## src/rtl/pba_pool_sequencer_if.sv

```systemverilog
// Beat stream and PBA packet bundle for pba_pool_sequencer.
// master = upstream/downstream side, slave = sequencer side.
interface pba_pool_sequencer_if #(
   parameter int DATA_WID = 16,
   parameter int POOL_NUM = 4,
   parameter int CNT_WID  = 16
);
   logic                         ds_stall;
   logic                         in_valid;
   logic                         in_ready;
   logic [POOL_NUM*DATA_WID-1:0] in_data;
   logic [POOL_NUM*DATA_WID-1:0] in_bias;
   logic [POOL_NUM-1:0]          in_lane_mask;
   logic                         pk_if_pool;
   logic                         pk_if_bias;
   logic                         pk_if_act;
   logic                         pk_if_lstm;
   logic [1:0]                   pk_pool_state;
   logic                         pk_mode;
   logic [POOL_NUM-1:0]          pk_valid;
   logic [CNT_WID-1:0]           pk_avg_num;
   logic [POOL_NUM*DATA_WID-1:0] pk_data;
   logic [POOL_NUM*DATA_WID-1:0] pk_bias;

   modport master (
      output ds_stall, in_valid, in_data, in_bias, in_lane_mask,
      input  in_ready, pk_if_pool, pk_if_bias, pk_if_act, pk_if_lstm,
      input  pk_pool_state, pk_mode, pk_valid, pk_avg_num,
      input  pk_data, pk_bias
   );

   modport slave (
      input  ds_stall, in_valid, in_data, in_bias, in_lane_mask,
      output in_ready, pk_if_pool, pk_if_bias, pk_if_act, pk_if_lstm,
      output pk_pool_state, pk_mode, pk_valid, pk_avg_num,
      output pk_data, pk_bias
   );
endinterface

```

## src/rtl/pba_pool_sequencer.sv

```systemverilog
// Sequencer feeding POOL_BIAS_ACT packets from the conv output stream.
// Optional PBA_SEQ_PERF_CNT_EN adds the stall_cnt performance counter.
module pba_pool_sequencer #(
   parameter int DATA_WID  = 16,
   parameter int POOL_NUM  = 4,
   parameter int CNT_WID   = 16,
   parameter int DRAIN_CYC = 40
) (
   input  logic               clk,
   input  logic               reset,
   input  logic               cfg_start,
   input  logic               cfg_mode,
   input  logic [CNT_WID-1:0] cfg_win,
   input  logic [CNT_WID-1:0] cfg_num_win,
   input  logic               cfg_if_pool,
   input  logic               cfg_if_bias,
   input  logic               cfg_if_act,
   input  logic               cfg_if_lstm,
   pba_pool_sequencer_if.slave bus,
`ifdef PBA_SEQ_PERF_CNT_EN
   output logic [CNT_WID-1:0] stall_cnt,
`endif
   output logic               busy,
   output logic               done
);
   localparam int DW = $clog2(DRAIN_CYC + 1);
   localparam logic [1:0] INVALID = 2'd0;
   localparam logic [1:0] VALID   = 2'd1;
   localparam logic [1:0] FINISH  = 2'd2;
   localparam logic [1:0] COMPL   = 2'd3;

   typedef enum logic [1:0] {IDLE, RUN, DRAIN, DONE} state_t;

   state_t             state;
   logic [CNT_WID-1:0] win_r;
   logic [CNT_WID-1:0] num_r;
   logic [CNT_WID-1:0] elem_cnt;
   logic [CNT_WID-1:0] win_cnt;
   logic               mode_r;
   logic               pool_r;
   logic               bias_r;
   logic               act_r;
   logic               lstm_r;
   logic [DW-1:0]      dcnt;
   logic               accept;
   logic               last_elem;
   logic               last_win;

   assign bus.in_ready = (state == RUN) && !bus.ds_stall;
   assign accept       = bus.in_valid && bus.in_ready;
   assign last_elem    = elem_cnt == win_r - CNT_WID'(1);
   assign last_win     = win_cnt == num_r - CNT_WID'(1);

   always_ff @(posedge clk or posedge reset) begin
      if (reset) begin
         state             <= IDLE;
         win_r             <= '0;
         num_r             <= '0;
         elem_cnt          <= '0;
         win_cnt           <= '0;
         mode_r            <= 1'b0;
         pool_r            <= 1'b0;
         bias_r            <= 1'b0;
         act_r             <= 1'b0;
         lstm_r            <= 1'b0;
         dcnt              <= '0;
         busy              <= 1'b0;
         done              <= 1'b0;
         bus.pk_if_pool    <= 1'b0;
         bus.pk_if_bias    <= 1'b0;
         bus.pk_if_act     <= 1'b0;
         bus.pk_if_lstm    <= 1'b0;
         bus.pk_pool_state <= INVALID;
         bus.pk_mode       <= 1'b0;
         bus.pk_valid      <= '0;
         bus.pk_avg_num    <= '0;
         bus.pk_data       <= '0;
         bus.pk_bias       <= '0;
`ifdef PBA_SEQ_PERF_CNT_EN
         stall_cnt         <= '0;
`endif
      end else begin
         // Packet qualifiers default to an empty slot; data/bias hold.
         done              <= 1'b0;
         bus.pk_pool_state <= INVALID;
         bus.pk_valid      <= '0;
         bus.pk_if_pool    <= 1'b0;
         bus.pk_if_bias    <= 1'b0;
         bus.pk_if_act     <= 1'b0;
         bus.pk_if_lstm    <= 1'b0;
         unique case (state)
            IDLE: begin
               if (cfg_start) begin
                  win_r    <= (cfg_win == '0) ? CNT_WID'(1) : cfg_win;
                  num_r    <= (cfg_num_win == '0) ? CNT_WID'(1) : cfg_num_win;
                  mode_r   <= cfg_mode;
                  pool_r   <= cfg_if_pool;
                  bias_r   <= cfg_if_bias;
                  act_r    <= cfg_if_act;
                  lstm_r   <= cfg_if_lstm;
                  elem_cnt <= '0;
                  win_cnt  <= '0;
                  busy     <= 1'b1;
                  state    <= RUN;
`ifdef PBA_SEQ_PERF_CNT_EN
                  stall_cnt <= '0;
`endif
               end
            end
            RUN: begin
`ifdef PBA_SEQ_PERF_CNT_EN
               if (bus.ds_stall && stall_cnt != '1)
                  stall_cnt <= stall_cnt + CNT_WID'(1);
`endif
               if (accept) begin
                  bus.pk_data    <= bus.in_data;
                  bus.pk_bias    <= bus.in_bias;
                  bus.pk_valid   <= bus.in_lane_mask;
                  bus.pk_if_pool <= pool_r;
                  bus.pk_if_bias <= bias_r;
                  bus.pk_if_act  <= act_r;
                  bus.pk_if_lstm <= lstm_r;
                  bus.pk_mode    <= mode_r;
                  bus.pk_avg_num <= mode_r ? win_r : '0;
                  if (!last_elem) begin
                     elem_cnt          <= elem_cnt + CNT_WID'(1);
                     bus.pk_pool_state <= VALID;
                  end else if (!last_win) begin
                     elem_cnt          <= '0;
                     win_cnt           <= win_cnt + CNT_WID'(1);
                     bus.pk_pool_state <= FINISH;
                  end else begin
                     elem_cnt          <= '0;
                     dcnt              <= '0;
                     bus.pk_pool_state <= COMPL;
                     state             <= DRAIN;
                  end
               end
            end
            DRAIN: begin
               if (dcnt == DW'(DRAIN_CYC)) begin
                  done  <= 1'b1;
                  busy  <= 1'b0;
                  state <= DONE;
               end else begin
                  dcnt <= dcnt + DW'(1);
               end
            end
            DONE: state <= IDLE;
            default: state <= IDLE;
         endcase
      end
   end
endmodule

```

## src/flat_wrapper.sv

```systemverilog
// flat-port wrapper written by rule: the top's interface ports become plain ports
module pba_pool_sequencer_flat 
#(
   parameter int DATA_WID  = 16,
   parameter int POOL_NUM  = 4,
   parameter int CNT_WID   = 16,
   parameter int DRAIN_CYC = 40
)
  (clk, reset, cfg_start, cfg_mode, cfg_win, cfg_num_win, cfg_if_pool, cfg_if_bias, cfg_if_act, cfg_if_lstm, busy, done, bus_ds_stall, bus_in_valid, bus_in_data, bus_in_bias, bus_in_lane_mask, bus_in_ready, bus_pk_if_pool, bus_pk_if_bias, bus_pk_if_act, bus_pk_if_lstm, bus_pk_pool_state, bus_pk_mode, bus_pk_valid, bus_pk_avg_num, bus_pk_data, bus_pk_bias);
  pba_pool_sequencer_if #(.DATA_WID(DATA_WID), .POOL_NUM(POOL_NUM), .CNT_WID(CNT_WID)) bus_i ();
  input  logic clk;
  input  logic reset;
  input  logic cfg_start;
  input  logic cfg_mode;
  input  logic [CNT_WID-1:0] cfg_win;
  input  logic [CNT_WID-1:0] cfg_num_win;
  input  logic cfg_if_pool;
  input  logic cfg_if_bias;
  input  logic cfg_if_act;
  input  logic cfg_if_lstm;
  output logic busy;
  output logic done;
  input wire logic [$bits(bus_i.ds_stall)-1:0] bus_ds_stall;
  input wire logic [$bits(bus_i.in_valid)-1:0] bus_in_valid;
  input wire logic [$bits(bus_i.in_data)-1:0] bus_in_data;
  input wire logic [$bits(bus_i.in_bias)-1:0] bus_in_bias;
  input wire logic [$bits(bus_i.in_lane_mask)-1:0] bus_in_lane_mask;
  output wire logic [$bits(bus_i.in_ready)-1:0] bus_in_ready;
  output wire logic [$bits(bus_i.pk_if_pool)-1:0] bus_pk_if_pool;
  output wire logic [$bits(bus_i.pk_if_bias)-1:0] bus_pk_if_bias;
  output wire logic [$bits(bus_i.pk_if_act)-1:0] bus_pk_if_act;
  output wire logic [$bits(bus_i.pk_if_lstm)-1:0] bus_pk_if_lstm;
  output wire logic [$bits(bus_i.pk_pool_state)-1:0] bus_pk_pool_state;
  output wire logic [$bits(bus_i.pk_mode)-1:0] bus_pk_mode;
  output wire logic [$bits(bus_i.pk_valid)-1:0] bus_pk_valid;
  output wire logic [$bits(bus_i.pk_avg_num)-1:0] bus_pk_avg_num;
  output wire logic [$bits(bus_i.pk_data)-1:0] bus_pk_data;
  output wire logic [$bits(bus_i.pk_bias)-1:0] bus_pk_bias;
  assign bus_i.ds_stall = bus_ds_stall;
  assign bus_i.in_valid = bus_in_valid;
  assign bus_i.in_data = bus_in_data;
  assign bus_i.in_bias = bus_in_bias;
  assign bus_i.in_lane_mask = bus_in_lane_mask;
  assign bus_in_ready = bus_i.in_ready;
  assign bus_pk_if_pool = bus_i.pk_if_pool;
  assign bus_pk_if_bias = bus_i.pk_if_bias;
  assign bus_pk_if_act = bus_i.pk_if_act;
  assign bus_pk_if_lstm = bus_i.pk_if_lstm;
  assign bus_pk_pool_state = bus_i.pk_pool_state;
  assign bus_pk_mode = bus_i.pk_mode;
  assign bus_pk_valid = bus_i.pk_valid;
  assign bus_pk_avg_num = bus_i.pk_avg_num;
  assign bus_pk_data = bus_i.pk_data;
  assign bus_pk_bias = bus_i.pk_bias;
  pba_pool_sequencer #(.DATA_WID(DATA_WID), .POOL_NUM(POOL_NUM), .CNT_WID(CNT_WID), .DRAIN_CYC(DRAIN_CYC)) u_core (.clk(clk), .reset(reset), .cfg_start(cfg_start), .cfg_mode(cfg_mode), .cfg_win(cfg_win), .cfg_num_win(cfg_num_win), .cfg_if_pool(cfg_if_pool), .cfg_if_bias(cfg_if_bias), .cfg_if_act(cfg_if_act), .cfg_if_lstm(cfg_if_lstm), .bus(bus_i), .busy(busy), .done(done));
endmodule
```

## config.mk

```make
export PLATFORM = sky130hd
export DESIGN_NAME = pba_pool_sequencer_flat
export DESIGN_NICKNAME = d
export VERILOG_FILES = /design/src/rtl/pba_pool_sequencer_if.sv /design/src/rtl/pba_pool_sequencer.sv /design/src/flat_wrapper.sv
export SDC_FILE = /design/constraint.sdc
export NUM_CORES = 1
export LEC_CHECK = 0
export ABC_CLOCK_PERIOD_IN_PS = 7600
export BUFFER_PORTS_ARGS = -buffer_cell sky130_fd_sc_hd__buf_2
export CORE_UTILIZATION = 40
export CTS_CLUSTER_DIAMETER = 30
export DETAILED_ROUTE_END_ITERATION = 6
export PLACE_DENSITY_LB_ADDON = 0.15
export SLEW_MARGIN = 0
export SYNTH_ARGS = -nofsm -noshare
export SYNTH_HDL_FRONTEND = slang
export SYNTH_SLANG_ARGS = --single-unit
```

## constraint.sdc

```tcl
create_clock -name clk -period 7.6 [get_ports clk]
set_input_delay 1.14 -clock clk [delete_from_list [all_inputs] [get_ports clk]]
set_output_delay 1.14 -clock clk [all_outputs]
set_load 0.1 [all_outputs]
```

==> results of run 1 <==
==> worst max-delay path, stage by stage, from the launching register on <==
cell and delay, ns:
sky130_fd_sc_hd__dfrtp_1 0.38, sky130_fd_sc_hd__inv_1 0.12, sky130_fd_sc_hd__ha_1 0.41, sky130_fd_sc_hd__nor2b_1 0.67, sky130_fd_sc_hd__nand2_4 0.58, sky130_fd_sc_hd__a21oi_1 0.62, sky130_fd_sc_hd__and3_1 0.23, sky130_fd_sc_hd__a21o_1 0.63
sky130_fd_sc_hd__nand4_1 0.22, sky130_fd_sc_hd__mux2i_1 0.16
==> per-layer routing <==
metal / track usage, % / wire (µm) / vias up
met2: 34.7 / 13800 / 310
met5: 0 / 13 / -
met1: 27.6 / 12200 / 4150
li1: - / - / 4392
met3: 5.51 / 2180 / 46
met4: 7.37 / 658 / 2
==> cell usage after synthesis, types with 2 or more instances <==
cell                       instances
sky130_fd_sc_hd__nand2_1         457
sky130_fd_sc_hd__dfrtp_1         234
sky130_fd_sc_hd__clkbuf_1         43
sky130_fd_sc_hd__nor2_1           43
sky130_fd_sc_hd__nand3_1          38
sky130_fd_sc_hd__mux2_2           35
sky130_fd_sc_hd__xnor2_1          34
sky130_fd_sc_hd__xor2_1           23
sky130_fd_sc_hd__and3_1           21
sky130_fd_sc_hd__inv_1            21
sky130_fd_sc_hd__a21oi_1          15
sky130_fd_sc_hd__nand4_1          15
sky130_fd_sc_hd__o21ai_0          14
sky130_fd_sc_hd__nor3_1           11
sky130_fd_sc_hd__nor4_1           11
sky130_fd_sc_hd__ha_1             10
sky130_fd_sc_hd__mux2i_1          10
sky130_fd_sc_hd__nand2b_1          9
sky130_fd_sc_hd__buf_1             6
sky130_fd_sc_hd__o211ai_1          5
sky130_fd_sc_hd__a311oi_1          4
sky130_fd_sc_hd__nand3b_1          4
sky130_fd_sc_hd__or4_1             4
sky130_fd_sc_hd__a21o_1            3
sky130_fd_sc_hd__a31o_2            3
sky130_fd_sc_hd__a31oi_1           3
sky130_fd_sc_hd__and2_1            3
sky130_fd_sc_hd__buf_2             3
sky130_fd_sc_hd__or3_1             3
sky130_fd_sc_hd__a211o_1           2
sky130_fd_sc_hd__a21bo_1           2
sky130_fd_sc_hd__and4_1            2
sky130_fd_sc_hd__clkbuf_2          2
sky130_fd_sc_hd__nand4b_1          2
sky130_fd_sc_hd__nor2b_1           2
sky130_fd_sc_hd__nor4b_1           2
sky130_fd_sc_hd__o22ai_1           2
==> final cells by class <==
class / count / share of cell area [%]
repair buffers: 336 / 12.0
clock buffers: 69 / 10.1
multi-input cells: 816 / 30.6
flip-flops and latches: 234 / 41.3
well taps: 330 / 2.91
inverters: 21 / 0.609
clock inverters: 27 / 2.45
==> kinds of logic after synthesis <==
logic type               synth area share (%)
AND/OR/NAND/NOR                          26.1
flip-flops                               55.8
buffers and inverters                    2.99
AO/OA/AOI/OAI                            4.53
XOR/XNOR                                 4.76
multiplexers                             4.71
adder cells (fa/ha/maj)                  1.19
==> per-stage QoR <==
step           setup WS, ns  hold WS (ns)  area [µm²]  std cells
6_report               3.42         0.457       14200       1833
5_1_grt                2.99         0.471       14200       1833
4_1_cts                3.44         0.461       14200       1833
3_5_place_dp           3.23         0.451       12400       1737
3_3_place_gp           3.31         0.447       12400       1737
2_1_floorplan        0.0420         0.471       10500       1127
==> how the worst max path moves through the flow <==
stage | end | slack [ns] | startpoint
finish | u_core.win_cnt[8]$_DFFE_PP0P_ | 3.42 | u_core.state[1]$_DFFE_PP0P_
global route | u_core.win_cnt[8]$_DFFE_PP0P_ | 2.99 | u_core.state[1]$_DFFE_PP0P_
floorplan | u_core.act_r$_DFFE_PP0P_ | 0.04 | reset
detailed placement | u_core.win_cnt[2]$_DFFE_PP0P_ | 3.23 | bus_ds_stall
CTS | u_core.win_cnt[8]$_DFFE_PP0P_ | 3.44 | u_core.state[1]$_DFFE_PP0P_
global placement | u_core.win_cnt[2]$_DFFE_PP0P_ | 3.31 | bus_ds_stall
==> state kept, by name, indices dropped and copies added (netlist names), 2 cells and up <==
signal / cells
u_core.bus.pk_data: 64
u_core.win_r: 16
u_core.bus.pk_bias: 64
u_core.bus.pk_avg_num: 16
u_core.bus.pk_valid: 4
u_core.num_r: 16
u_core.elem_cnt: 16
u_core.state: 2
u_core.win_cnt: 16
u_core.bus.pk_pool_state: 2
u_core.dcnt: 6
==> tab_implementation.tex, run 1 <==
\begin{tabular}{lr}
\hline
Metric & Value \\
\hline
\multicolumn{2}{l}{\textbf{STA}} \\
\quad Final period demand of the worst path & between 4 and 5 ns \\
\quad Number of max-slew violations in the final report & 0 \\
\quad Hold violation count in the final report & 0 \\
\quad Worst-case clock skew & 0.0169 ns \\
\quad Worst-Margin Slew & $\sim$1.1 ns \\
\quad Unrepaired setup endpoints after global routing & no \\
\quad Final-layout setup total negative slack & 0 ns \\
\quad Number of setup violations in the final report & 0 \\
\quad Final clock period utilization by the worst path & 55.0\% \\
\quad Max-slew headroom & around 25\% \\
\quad Max Clk Rate & 239 MHz \\
\multicolumn{2}{l}{\textbf{Cells and area}} \\
\quad Post-layout nets & $\sim$1600 \\
\quad Post-Route Utilization & a little under three fifths \\
\quad Footprint of the flip-flops and latches & between 5000 and 6000 µm² \\
\quad Synth-to-layout area growth & 35.0\% \\
\quad Proportion of layout cells with a drive suffix above 1 & about a third \\
\quad Most frequent standard cell in the layout excluding fill and tap cells & sky130\_fd\_sc\_hd\_\_nand2\_1 \\
\quad Filler Cell Count & between 2000 and 2500 \\
\quad Most frequent cells in the layout & sky130\_fd\_sc\_hd\_\_nand2\_1 (456), sky130\_fd\_sc\_hd\_\_buf\_2 (331), sky130\_fd\_sc\_hd\_\_dfrtp\_1 (234) \\
\quad Area of the multi-input gates & between 4000 and 5000 µm² \\
\quad Diodes inserted & 0 \\
\multicolumn{2}{l}{\textbf{Synthesis}} \\
\quad Mean instance size in the synthesized netlist & 9.32 µm² \\
\quad Most instantiated flip-flop cell in the synthesis netlist & sky130\_fd\_sc\_hd\_\_dfrtp\_1 \\
\quad Synth area leader & sky130\_fd\_sc\_hd\_\_dfrtp\_1 \\
\quad Share of Yosys cell area claimed by the top area cell type & 55.8\% \\
\quad Proportion of synthesized flip-flops having asynchronous set or reset & between 90\% and 100\% \\
\quad Share of synthesized area occupied by flip-flops and latches & 55.8\% \\
\quad Syn\_nets & 1311 \\
\quad Count of distinct cell types in the synthesized netlist & 63 \\
\quad Post-synth EDFFs & 0 \\
\quad Post-Syn Area & around 10000 µm² \\
\quad Synth area leaders & sky130\_fd\_sc\_hd\_\_dfrtp\_1 (56\%), sky130\_fd\_sc\_hd\_\_nand2\_1 (16\%), sky130\_fd\_sc\_hd\_\_mux2\_2 (3.8\%) \\
\quad Number of cells produced by synthesis & 1127 \\
\quad Yosys reg bits & around 230 \\
\quad Yosys warning total & 0 \\
\multicolumn{2}{l}{\textbf{GRT}} \\
\quad Via count of the first global-routing pass & approximately 8400 \\
\quad First-pass GRT wire length & around 45 mm \\
\quad Grt ovf & 0 \\
\quad Global-route total usage across every layer & 21.3\% \\
\quad Largest net degree at the start of global routing & 109 \\
\quad Initial antenna violation count & 1 \\
\multicolumn{2}{l}{\textbf{Floorplanning}} \\
\quad Row count & slightly below 60 \\
\quad Vert. Die Dim & $\sim$160 µm \\
\quad Effective utilization at floorplan & between 40\% and 50\% \\
\quad Floorplan die width & between 150 and 200 µm \\
\quad Die area & around 27000 µm² \\
\quad Core Area & $\sim$25000 µm² \\
\quad I/O pin cnt & 332 \\
\multicolumn{2}{l}{\textbf{Hold path}} \\
\quad Cell depth of the worst hold path & 2 \\
\quad WHS Endpoint & u\_core.bus.pk\_avg\_num[13]\$\_DFFE\_PP0P\_ \\
\quad Startpoint of the tightest hold check path & u\_core.bus.pk\_avg\_num[13]\$\_DFFE\_PP0P\_ \\
\quad Tightest Hold Check Type & reg -> reg \\
\multicolumn{2}{l}{\textbf{Clocking}} \\
\quad Sink Count & roughly 230 \\
\quad Later-pin clock latency in the skew report & approximately 0.54 ns \\
\quad Setup repair bufs after CTS & 0 \\
\quad Clock transition at the registers of the reported paths & 0.04 ns \\
\quad H-tree Lvls & 2 \\
\quad Clock root buffer & sky130\_fd\_sc\_hd\_\_clkbuf\_16 \\
\quad TritonCTS clock tree & built \\
\quad Number of buffers added by the clock tree synthesis step & 51 \\
\quad Post-CTS Hold Buffers & 0 \\
\quad Post-CTS sizing & 0 \\
\quad Maximum count of clock buffers along a single path & 3 \\
\multicolumn{2}{l}{\textbf{Outcome}} \\
\quad Status & completed \\
\multicolumn{2}{l}{\textbf{Place}} \\
\quad Weighted congestion reported at the end of routability-driven placement & $\sim$0.81 \\
\quad \# port buffers & approximately 330 \\
\quad Half-perimeter wire length of the detailed placement result & 20.2 mm \\
\multicolumn{2}{l}{\textbf{Routing}} \\
\quad Number of design-rule violations left by the first detailed-router iteration & 689 \\
\quad Routed len/inst & roughly 16 µm \\
\quad Via count & just under 9000 \\
\quad Antenna viol nets, final & 0 \\
\quad DRC violation count after routing & 0 \\
\quad Vias per cell & $\sim$4.9 \\
\quad Aggregate routed wire length & between 20 and 30 mm \\
\quad Pre-antenna DRT Iters & 5 \\
\multicolumn{2}{l}{\textbf{Worst setup path}} \\
\quad Worst Setup Path Type & reg -> reg \\
\quad Category of the worst setup path capture point & flip-flop \\
\quad Data arrival time at the worst-slack endpoint & $\sim$4.6 ns \\
\quad End of the worst register-to-register path & u\_core.win\_cnt[8]\$\_DFFE\_PP0P\_ \\
\quad Data required time at the worst endpoint & 8.01 ns \\
\quad Critical Path Source Type & flip-flop \\
\quad RR Startpoint & u\_core.state[1]\$\_DFFE\_PP0P\_ \\
\quad Setup slack of the worst register-to-register path & 3.42 ns \\
\quad Register-to-Register Path Depth & 9 \\
\quad Highest net fanout along the worst path & 67 \\
\multicolumn{2}{l}{\textbf{Job}} \\
\quad Maxcap violations & 0 \\
\hline
\end{tabular}
Power of run 1 is not shown: default switching activity piles up to over one toggle a cycle in this logic, so the estimate is an artifact.
==> run 2, diff against run 1 <==
- ABC_AREA: unset -> 1
- ABC_CLOCK_PERIOD_IN_PS: 7600 -> 3500
- clock period: 7.6 -> 3.5 ns (I/O delays scaled with it)
==> run 2 against run 1 <==
Register-to-register slack worse by 2.5 ns. Die area grew 6.6%. Largest cell class unchanged. Hold slack lost 0.30 ns. Critical endpoint is now bus_in_ready. Synthesized cell count up 29%. Cell area grew 7.7%. Worst setup slack got worse by 2.7 ns. Area after synthesis rose by 6.7%. Critical path type is now reg -> out. Clock-buffer cell count fell by 1.
==> tab_implementation.tex, run 2 <==
\begin{tabular}{lr}
\hline
Metric & Value \\
\hline
\multicolumn{2}{l}{\textbf{Outcome}} \\
\quad Status & completed \\
\multicolumn{2}{l}{\textbf{Floorplanning}} \\
\quad I/O pin cnt & between 300 and 400 \\
\quad Core Area & $\sim$27000 µm² \\
\quad Vert. Die Dim & about 170 µm \\
\quad Die area & approximately 29000 µm² \\
\quad Effective utilization at floorplan & between 40\% and 50\% \\
\quad Floorplan die width & 169 µm \\
\quad Row count & 60 \\
\multicolumn{2}{l}{\textbf{STA}} \\
\quad Unrepaired setup endpoints after global routing & no \\
\quad Number of setup violations in the final report & 0 \\
\quad Final clock period utilization by the worst path & roughly four fifths \\
\quad Final period demand of the worst path & about 2.8 ns \\
\quad Worst-Margin Slew & about 0.83 ns \\
\quad Max Clk Rate & 355 MHz \\
\quad Number of max-slew violations in the final report & 0 \\
\quad Hold violation count in the final report & 0 \\
\quad Max-slew headroom & roughly 44\% \\
\quad Worst-case clock skew & 0.0189 ns \\
\multicolumn{2}{l}{\textbf{Synthesis}} \\
\quad Yosys warning total & 0 \\
\quad Count of distinct cell types in the synthesized netlist & 37 \\
\quad Share of synthesized area occupied by flip-flops and latches & 52.3\% \\
\quad Proportion of synthesized flip-flops having asynchronous set or reset & 100\% \\
\quad Synth area leaders & sky130\_fd\_sc\_hd\_\_dfrtp\_1 (52\%), sky130\_fd\_sc\_hd\_\_nand2\_1 (23\%), sky130\_fd\_sc\_hd\_\_nor2\_1 (4.4\%) \\
\quad Syn\_nets & approximately 1600 \\
\quad Synth area leader & sky130\_fd\_sc\_hd\_\_dfrtp\_1 \\
\quad Yosys reg bits & between 200 and 250 \\
\quad Post-Syn Area & approximately 11000 µm² \\
\quad Number of cells produced by synthesis & 1456 \\
\quad Post-synth EDFFs & 0 \\
\quad Mean instance size in the synthesized netlist & 7.69 µm² \\
\quad Most instantiated flip-flop cell in the synthesis netlist & sky130\_fd\_sc\_hd\_\_dfrtp\_1 \\
\quad Leading cell types by count after synthesis & sky130\_fd\_sc\_hd\_\_nand2\_1 (685), sky130\_fd\_sc\_hd\_\_dfrtp\_1 (234), sky130\_fd\_sc\_hd\_\_nor2\_1 (132) \\
\quad Share of Yosys cell area claimed by the top area cell type & a little over half \\
\quad Most instantiated library cell after synthesis & sky130\_fd\_sc\_hd\_\_nand2\_1 \\
\multicolumn{2}{l}{\textbf{Worst setup path}} \\
\quad Worst Setup Path Type & reg -> out \\
\quad End of the worst register-to-register path & u\_core.elem\_cnt[5]\$\_DFFE\_PP0P\_ \\
\quad Critical Path Source Type & flip-flop \\
\quad Worst stage delay on the critical path & $\sim$0.46 ns \\
\quad Ordered cell list for the critical path & inv\_1 > ha\_1 > inv\_2 > nor2\_2 > buf\_2 \\
\quad Register-to-Register Path Depth & 13 \\
\quad Worst setup path endpoint & bus\_in\_ready \\
\quad Setup slack of the worst register-to-register path & around 0.96 ns \\
\quad Data arrival time at the worst-slack endpoint & between 2 and 2.5 ns \\
\quad Category of the worst setup path capture point & output port \\
\quad Data required time at the worst endpoint & 2.97 ns \\
\quad CP Launch Point & u\_core.state[1]\$\_DFFE\_PP0P\_ \\
\quad Cell family with the largest share of critical-path delay & buffers and inverters \\
\quad Critical-path top delay cell & sky130\_fd\_sc\_hd\_\_buf\_2 \\
\quad Count of buffer and inverter cells on the critical path & 3 \\
\quad Highest net fanout along the worst path & 19 \\
\quad Logic depth of the worst path, buffers included & 5 \\
\quad RR Startpoint & u\_core.state[1]\$\_DFFE\_PP0P\_ \\
\multicolumn{2}{l}{\textbf{GRT}} \\
\quad First-pass GRT wire length & about 56 mm \\
\quad Global-route total usage across every layer & between 20\% and 30\% \\
\quad Initial antenna violation count & 2 \\
\quad Largest net degree at the start of global routing & 159 \\
\quad Via count of the first global-routing pass & 10726 \\
\quad Grt ovf & 0 \\
\multicolumn{2}{l}{\textbf{Cells and area}} \\
\quad Post-Route Utilization & between 50\% and 60\% \\
\quad Synth-to-layout area growth & 36.3\% \\
\quad Final non-filler cell total & $\sim$2200 \\
\quad Most frequent cells in the layout & sky130\_fd\_sc\_hd\_\_nand2\_1 (684), sky130\_fd\_sc\_hd\_\_buf\_2 (331), sky130\_fd\_sc\_hd\_\_dfrtp\_1 (234) \\
\quad Filler Cell Count & $\sim$2600 \\
\quad Proportion of layout cells with a drive suffix above 1 & 25.6\% \\
\quad Registers with the most flip-flops & u\_core.bus.pk\_bias (64), u\_core.bus.pk\_data (64) \\
\quad Most frequent standard cell in the layout excluding fill and tap cells & sky130\_fd\_sc\_hd\_\_nand2\_1 \\
\quad Area of the multi-input gates & 4810 µm² \\
\quad Post-layout nets & 1989 \\
\quad Footprint of the flip-flops and latches & roughly 5900 µm² \\
\multicolumn{2}{l}{\textbf{Job}} \\
\quad Maxcap violations & 0 \\
\multicolumn{2}{l}{\textbf{Routing}} \\
\quad Pre-antenna DRT Iters & 5 \\
\quad Vias per cell & approximately 4.7 \\
\quad Routed len/inst & approximately 15 µm \\
\quad Number of design-rule violations left by the first detailed-router iteration & about 630 \\
\quad Via count & about 10000 \\
\quad DRC violation count after routing & 0 \\
\quad Antenna viol nets, final & 0 \\
\quad Aggregate routed wire length & approximately 34 mm \\
\multicolumn{2}{l}{\textbf{Place}} \\
\quad Total instance count after detailed placement & between 2000 and 2500 \\
\quad Weighted congestion reported at the end of routability-driven placement & 0.899 \\
\quad Half-perimeter wire length of the detailed placement result & 24.8 mm \\
\quad \# port buffers & about 330 \\
\multicolumn{2}{l}{\textbf{Clocking}} \\
\quad Clock root buffer & sky130\_fd\_sc\_hd\_\_clkbuf\_16 \\
\quad Clock transition at the registers of the reported paths & roughly 0.05 ns \\
\quad Post-CTS sizing & 0 \\
\quad TritonCTS clock tree & built \\
\quad Maximum count of clock buffers along a single path & 3 \\
\quad Setup repair bufs after CTS & 0 \\
\quad Number of buffers added by the clock tree synthesis step & 56 \\
\quad Sink Count & around 230 \\
\quad H-tree Lvls & 2 \\
\quad Later-pin clock latency in the skew report & between 0.5 and 0.6 ns \\
\quad Post-CTS Hold Buffers & 1 \\
\multicolumn{2}{l}{\textbf{Hold path}} \\
\quad Startpoint of the tightest hold check path & bus\_in\_bias[1] \\
\quad Tightest Hold Check Type & in -> reg \\
\hline
\end{tabular}
## run 2: final cells by class
type	count	area share [%]
Clock buffer	68	10.1
Sequential cell	234	38.4
Timing Repair Buffer	340	11.8
Inverter	89	2.23
Tap cell	372	3.05
Antenna cell	1	0.0164
Clock inverter	35	2.89
Multi-Input combinational cell	1084	31.5
## run 2: through the flow
step | setup WS, ns | hold WS, ns | TNS [ns] | instance area (µm²)
after global placement | 1.01 | 0.459 | 0 | 13300
after detailed placement | 0.981 | 0.460 | 0 | 13300
after floorplan | -0.0889 | 0.457 | -20.80 | 11200
after global routing | 0.578 | 0.142 | 0 | 15300
after CTS | 0.647 | 0.136 | 0 | 15300
final | 0.681 | 0.155 | 0 | 15300
## run 2: worst min-delay path by stage
stage                                              end  depth (start not counted)
finish               u_core.bus.pk_bias[1]$_DFFE_PP0P_                          3
global route        u_core.bus.pk_data[33]$_DFFE_PP0P_                          3
CTS                  u_core.bus.pk_bias[5]$_DFFE_PP0P_                          3
detailed placement  u_core.bus.pk_bias[47]$_DFFE_PP0P_                          2
global placement    u_core.bus.pk_bias[44]$_DFFE_PP0P_                          2
floorplan               u_core.bus.pk_if_act$_DFF_PP0_                          2
## run 2: cells by family after synthesis
| group | count (synthesis) | synth area share [%] |
|---|---|---|
| adders and majority gates | 10 | 1.12 |
| xor gates and xnor gates | 45 | 3.52 |
| DFF | 234 | 52.3 |
| and+or+nand+nor | 966 | 35.3 |
| buffers and inverters | 138 | 4.83 |
| AOI/OAI and AO/OA | 63 | 2.91 |
## run 2: worst reg2reg max path: cells and delay by family (launching register included)
family                   cells  cell delay, ns
AND/OR/NAND/NOR              7            0.83
buffers and inverters        4            0.70
flip-flops                   1            0.39
adder cells (fa/ha/maj)      1            0.34
XOR/XNOR                     1            0.15
## run 2: routing by layer
layer  vias to the layer above  part of all wire [%]  track usage [%]
li1                       5223                     -                -
met1                      4867                    42             30.5
met2                       333                    47             40.3
met3                        68                   7.4             7.02
met4                         2                   3.2             9.87
met5                         -                 0.029                0
Power of run 2 is left out for the same reason.
